<file path="config.mk">
export PLATFORM = sky130hd
export DESIGN_NAME = uart_rx_16os
export DESIGN_NICKNAME = d
export VERILOG_FILES = /design/src/rtl/uart_rx_16os.sv
export SDC_FILE = /design/constraint.sdc
export NUM_CORES = 1
export LEC_CHECK = 0
export ABC_AREA = 1
export CORE_MARGIN = 3
export CORE_UTILIZATION = 55
export CTS_BUF_LIST = sky130_fd_sc_hd__clkbuf_8
export CTS_CLUSTER_SIZE = 20
export DETAILED_ROUTE_END_ITERATION = 8
export PLACE_DENSITY = 0.8
export SLEW_MARGIN = 0
export SYNTH_ARGS = -nofsm -noshare
export SYNTH_HDL_FRONTEND = slang
export SYNTH_SLANG_ARGS = --single-unit
</file>
<file path="constraint.sdc">
create_clock -name clk -period 1.9 [get_ports clk]
set_input_delay 0.38 -clock clk [delete_from_list [all_inputs] [get_ports clk]]
set_output_delay 0.38 -clock clk [all_outputs]
set_load 0.005 [all_outputs]
</file>
<file path="src/rtl/uart_rx_16os.sv">
//------------------------------------------------------------------------------
// Module   : uart_rx_16os
// Brief    : UART receiver (8N1 default) timed by a 16x oversampling tick;
//            samples each bit at mid-bit and strobes every completed byte.
// Revision : 1.0 - initial release
//------------------------------------------------------------------------------
`default_nettype none

module uart_rx_16os #(
    parameter int DATA_BITS  = 8,
    parameter int OVERSAMPLE = 16
) (
    input  logic                 clk,
    input  logic                 rst,
    input  logic                 b_16tick,
    input  logic                 rx,
    output logic [DATA_BITS-1:0] rx_data,
    output logic                 rx_done,
    output logic                 frame_err,
    output logic                 rx_busy
);

    localparam int TW = $clog2(OVERSAMPLE);
    localparam int BW = (DATA_BITS > 1) ? $clog2(DATA_BITS) : 1;

    localparam logic [TW-1:0] C_TICK_MID  = TW'(OVERSAMPLE / 2 - 1);
    localparam logic [TW-1:0] C_TICK_LAST = TW'(OVERSAMPLE - 1);
    localparam logic [BW-1:0] C_BIT_LAST  = BW'(DATA_BITS - 1);

    typedef enum logic [1:0] {
        ST_IDLE  = 2'd0,
        ST_START = 2'd1,
        ST_DATA  = 2'd2,
        ST_STOP  = 2'd3
    } state_t;

    state_t                 state_q;
    logic [TW-1:0]          tick_cnt_q;
    logic [BW-1:0]          bit_cnt_q;
    logic [DATA_BITS-1:0]   shift_q;
    logic [DATA_BITS-1:0]   rx_data_q;
    logic                   rx_done_q;
    logic                   frame_err_q;
    logic                   rx_meta_q;
    logic                   rx_s_q;

    // Two-flop synchronizer; reset to the idle line level so reset never looks like a start bit.
    always_ff @(posedge clk) begin
        if (rst) begin
            rx_meta_q <= 1'b1;
            rx_s_q    <= 1'b1;
        end else begin
            rx_meta_q <= rx;
            rx_s_q    <= rx_meta_q;
        end
    end

    always_ff @(posedge clk) begin
        if (rst) begin
            state_q     <= ST_IDLE;
            tick_cnt_q  <= '0;
            bit_cnt_q   <= '0;
            shift_q     <= '0;
            rx_data_q   <= '0;
            rx_done_q   <= 1'b0;
            frame_err_q <= 1'b0;
        end else begin
            rx_done_q   <= 1'b0;
            frame_err_q <= 1'b0;
            case (state_q)
                ST_IDLE: begin
                    if (!rx_s_q) begin
                        state_q    <= ST_START;
                        tick_cnt_q <= '0;
                    end
                end
                ST_START: begin
                    if (b_16tick) begin
                        if (tick_cnt_q == C_TICK_MID) begin
                            if (!rx_s_q) begin
                                state_q    <= ST_DATA;
                                tick_cnt_q <= '0;
                                bit_cnt_q  <= '0;
                            end else begin
                                state_q <= ST_IDLE;
                            end
                        end else begin
                            tick_cnt_q <= tick_cnt_q + TW'(1);
                        end
                    end
                end
                ST_DATA: begin
                    if (b_16tick) begin
                        if (tick_cnt_q == C_TICK_LAST) begin
                            shift_q    <= {rx_s_q, shift_q[DATA_BITS-1:1]};
                            tick_cnt_q <= '0;
                            if (bit_cnt_q == C_BIT_LAST) begin
                                state_q <= ST_STOP;
                            end else begin
                                bit_cnt_q <= bit_cnt_q + BW'(1);
                            end
                        end else begin
                            tick_cnt_q <= tick_cnt_q + TW'(1);
                        end
                    end
                end
                ST_STOP: begin
                    if (b_16tick) begin
                        if (tick_cnt_q == C_TICK_LAST) begin
                            // Leaving at the stop-bit centre gives half a bit of slack for the next start edge.
                            if (rx_s_q) begin
                                rx_data_q <= shift_q;
                                rx_done_q <= 1'b1;
                            end else begin
                                frame_err_q <= 1'b1;
                            end
                            tick_cnt_q <= '0;
                            state_q    <= ST_IDLE;
                        end else begin
                            tick_cnt_q <= tick_cnt_q + TW'(1);
                        end
                    end
                end
                default: state_q <= ST_IDLE;
            endcase
        end
    end

    assign rx_data   = rx_data_q;
    assign rx_done   = rx_done_q;
    assign frame_err = frame_err_q;
    assign rx_busy   = (state_q != ST_IDLE);

endmodule

`default_nettype wire
</file>
==> metrics.md, run 1 <==
| Metric | Value |
|---|---|
| Post-synth ARST share | 0% |
| CTS Root Cell | clkbuf_8 |
| Synth top area share | 46.6% |
| Final Cycle Share | 95.2% |
| Vias in the first global route | 1043 |
| Fin. Hold Viols | 0 |
| Area grow syn2layout | 22.9% |
| CP endpoint | rx_busy |
| Final ANT Viol Nets | 0 |
| Worst slew pin tran | 0.553 ns |
| Flops & latches, synth | 29 |
| GR Overflow Total | 0 |
| Initial antenna violation count | 0 |
| Min Clock Period, post-route | 1.81 ns |
| Cts bufs inserted | 5 |
| Remaining DRCs | 0 |
| WP data required | 1.52 ns |
| Most common cell in the netlist | nor2_1 |
| CTS clk-pin slew, worst paths | 0.06 ns |
| Hpwl dp | 1.79 mm |
| Post-synth EDFFs | 0 |
| Share of post-route cells with drive strength above 1 | 16.2% |
| H-tree depth | 2 |
| Initial drt markers | 49 |
| Skew-Pair Late Insertion Delay | 0.27 ns |
| Synth Area per Inst | 7.55 µm² |
| Port Buf Inserts | 14 |
| Drt wl/cell | 12.6 µm |
| CP arrival | 1.43 ns |
| GRT Overall Usage | 22.1% |
| Via/cell ratio | 5.29 |
| DRT Pass-1 Iters | 4 |
| FMAX | 0.553 GHz |
| Post-Syn Area | 1240 µm² |
| Syn Inst Count | 165 |
| Global-route wire length before repair | 4.45 mm |
| Synth area leader | dfxtp_1 |
| Hold WC Path Type | reg2reg |
| Setup TNS after final layout | 0 ns |
| Sequential fraction of the synthesis area | 46.6% |
| # Post-CTS Setup Buffers | 0 |
| Relative slew slack | 63.1% |
| ANT cells | 0 |
| Maximum Capacitance Violations | 0 |
| Largest net degree at the start of global routing | 22 |
| Startpoint types | flop |
| Critical path endpoint category | output pin |
| Post-synth top cells | nor2_1, dfxtp_1, nand2_1 |
| Setup violators final | 0 |
| DIE AREA | 2870 µm² |
| Status | completed |
| Die span in y | 53.6 µm |
| Die width | 53.6 µm |
| Crit-path slowest cell | clkdlybuf4s50_1 |
| Worst r2r dst | rx_data[6] |
| VDD IR max | 0.929 mV |
| Nets | 191 |
| Final Wtd Congestion | 0.931 |
| CTS tree | built |
| Post-placement cell count | 204 |
| RSZ-0062 raised after global routing | no |
| Clock sinks | 29 |
| PwrDens | 942 nW/µm² |
| Final worst clock skew | 0.00422 ns |
| Number of gates resized after CTS | 0 |
| Cell variety after synth | 25 |
| Io pins | 15 |
| Area contributors post-synth | dfxtp_1, nor2_1, nand2_1 |
| Syn Nets | 172 |
| Initial Util | 61.0% |
| Area of the core | 2040 µm² |
| Max-slew violations | 0 |
| Main synth FF type | dfxtp_1 |
| Cts hold-fix bufs | 0 |
| CP max stage delay | 0.50 ns |
| FF-to-FF setup slack | 0.25 ns |
| Max Buffers Root-to-Sink | 2 |
| Worst r2r src | tick_cnt_q[0] |
| Type of the worst setup path | reg2out |
| CP cell instances | inv_2, nand2_2, clkdlybuf4s50_1 |
| Reg2Reg Depth | 8 |
| Warnings from Yosys | 0 |
| Detailed Route WL | 2.66 mm |
| Num rows | 16 |
| # fillers | 154 |
| Total vias in the final route | 1122 |
| Layout Cells excl Fill | 212 |
| Critical Path Fanout Max | 7 |
| LEAKAGE | 0.000708 µW |
==> cell type report <==
type | count | area (µm²) | share of cell area [%]
Clock buffer | 6 | 82.6 | 5.40
Clock inverter | 2 | 33.8 | 2.21
Inverter | 13 | 48.8 | 3.19
Multi-Input combinational cell | 120 | 603 | 39.4
Sequential cell | 29 | 581 | 37.9
Tap cell | 27 | 33.8 | 2.21
Timing Repair Buffer | 15 | 148 | 9.65
==> logic make-up (layout without fill, tap and decap cells) <==
group | after synthesis | count (layout) | share of synthesized area [%]
AND/OR/NAND/NOR | 89 | 89 | 32.9
flip-flops | 29 | 29 | 46.6
AO/OA/AOI/OAI | 28 | 28 | 12.6
buffers and inverters | 16 | 36 | 4.92
adder cells (fa/ha/maj) | 3 | 3 | 3.02
==> where the power goes <==
part / switching [µW] / total (µW) / internal [µW]
Combinational: 95.1 / 154 / 58.6
Sequential: 19.3 / 644 / 624
Clock: 222 / 644 / 421
==> state kept, by name (all words and copies together), names as in the netlist, named ones only <==
| register | flops |
|---|---|
| rx_done | 1 |
| frame_err | 1 |
| rx_meta_q | 1 |
| tick_cnt_q | 4 |
| rx_data | 8 |
| rx_s_q | 1 |
| state_q | 1 |
| shift_q | 8 |
| bit_cnt_q | 3 |
==> through the flow <==
step	total power [µW]	worst slack, ns	hold WS [ns]	cell area [µm²]	util, %
2_1_floorplan	762	0.546	0.389	1240	-
3_3_place_gp	797	0.208	0.394	1410	69.2
3_5_place_dp	805	0.161	0.393	1410	69.2
4_1_cts	1440	0.0902	0.406	1530	74.9
5_1_grt	1500	0.0139	0.428	1530	74.9
6_report	1440	0.0908	0.401	1530	74.9
==> layer usage <==
metal  GRT usage (%)  routed length [µm]
met3            8.31                 114
met4            9.79                  43
met5               0                   0
met1            25.5                1190
met2            36.3                1320
==> worst min path at each step <==
| stage | start | end | slack (ns) | depth (start not counted) |
|---|---|---|---|---|
| 6_report | rx_meta_q | rx_s_q | 0.40 | 1 |
| 3_5_place_dp | rx_meta_q | rx_s_q | 0.39 | 1 |
| 4_1_cts | rx_meta_q | rx_s_q | 0.41 | 1 |
| 2_1_floorplan | rx_meta_q | rx_s_q | 0.39 | 1 |
| 3_3_place_gp | rx_meta_q | rx_s_q | 0.39 | 1 |
| 5_1_grt | rx_meta_q | rx_s_q | 0.43 | 1 |
==> critical path: cells and delay by family, from the launching register on <==
family                 cells  cell delay, ns
buffers and inverters      2            0.60
DFF                        1            0.46
and+or+nand+nor            1            0.10
==> layout by cell type (no fill, tap or decap), types with 2 or more instances in the layout <==
| master | netlist | layout |
|---|---|---|
| or2_2 | 2 | 2 |
| dfxtp_1 | 29 | 29 |
| nand2_2 | 4 | 4 |
| nor2_2 | 3 | 3 |
| nand2_1 | 24 | 24 |
| inv_2 | 7 | 7 |
| clkdlybuf4s50_1 | 0 | 14 |
| nor2_4 | 2 | 2 |
| ha_1 | 3 | 3 |
| clkbuf_8 | 0 | 6 |
| nand3_1 | 6 | 6 |
| o21ai_0 | 17 | 17 |
| inv_1 | 6 | 7 |
| nor3_1 | 2 | 2 |
| nor2_1 | 42 | 42 |
| a21oi_1 | 6 | 6 |
Power figures use the tool's default switching activity.
==> inputs of run 2 (changes only) <==
--- a/config.mk
+++ b/config.mk
@@ -12,6 +12,7 @@
 export CTS_CLUSTER_SIZE = 20
 export DETAILED_ROUTE_END_ITERATION = 8
 export PLACE_DENSITY = 0.8
+export SKIP_CTS_REPAIR_TIMING = 1
 export SLEW_MARGIN = 0
 export SYNTH_ARGS = -nofsm -noshare
 export SYNTH_HDL_FRONTEND = slang
==> results of run 2 <==
Same layout as run 1: the final DEF is identical, and so are final timing and power.
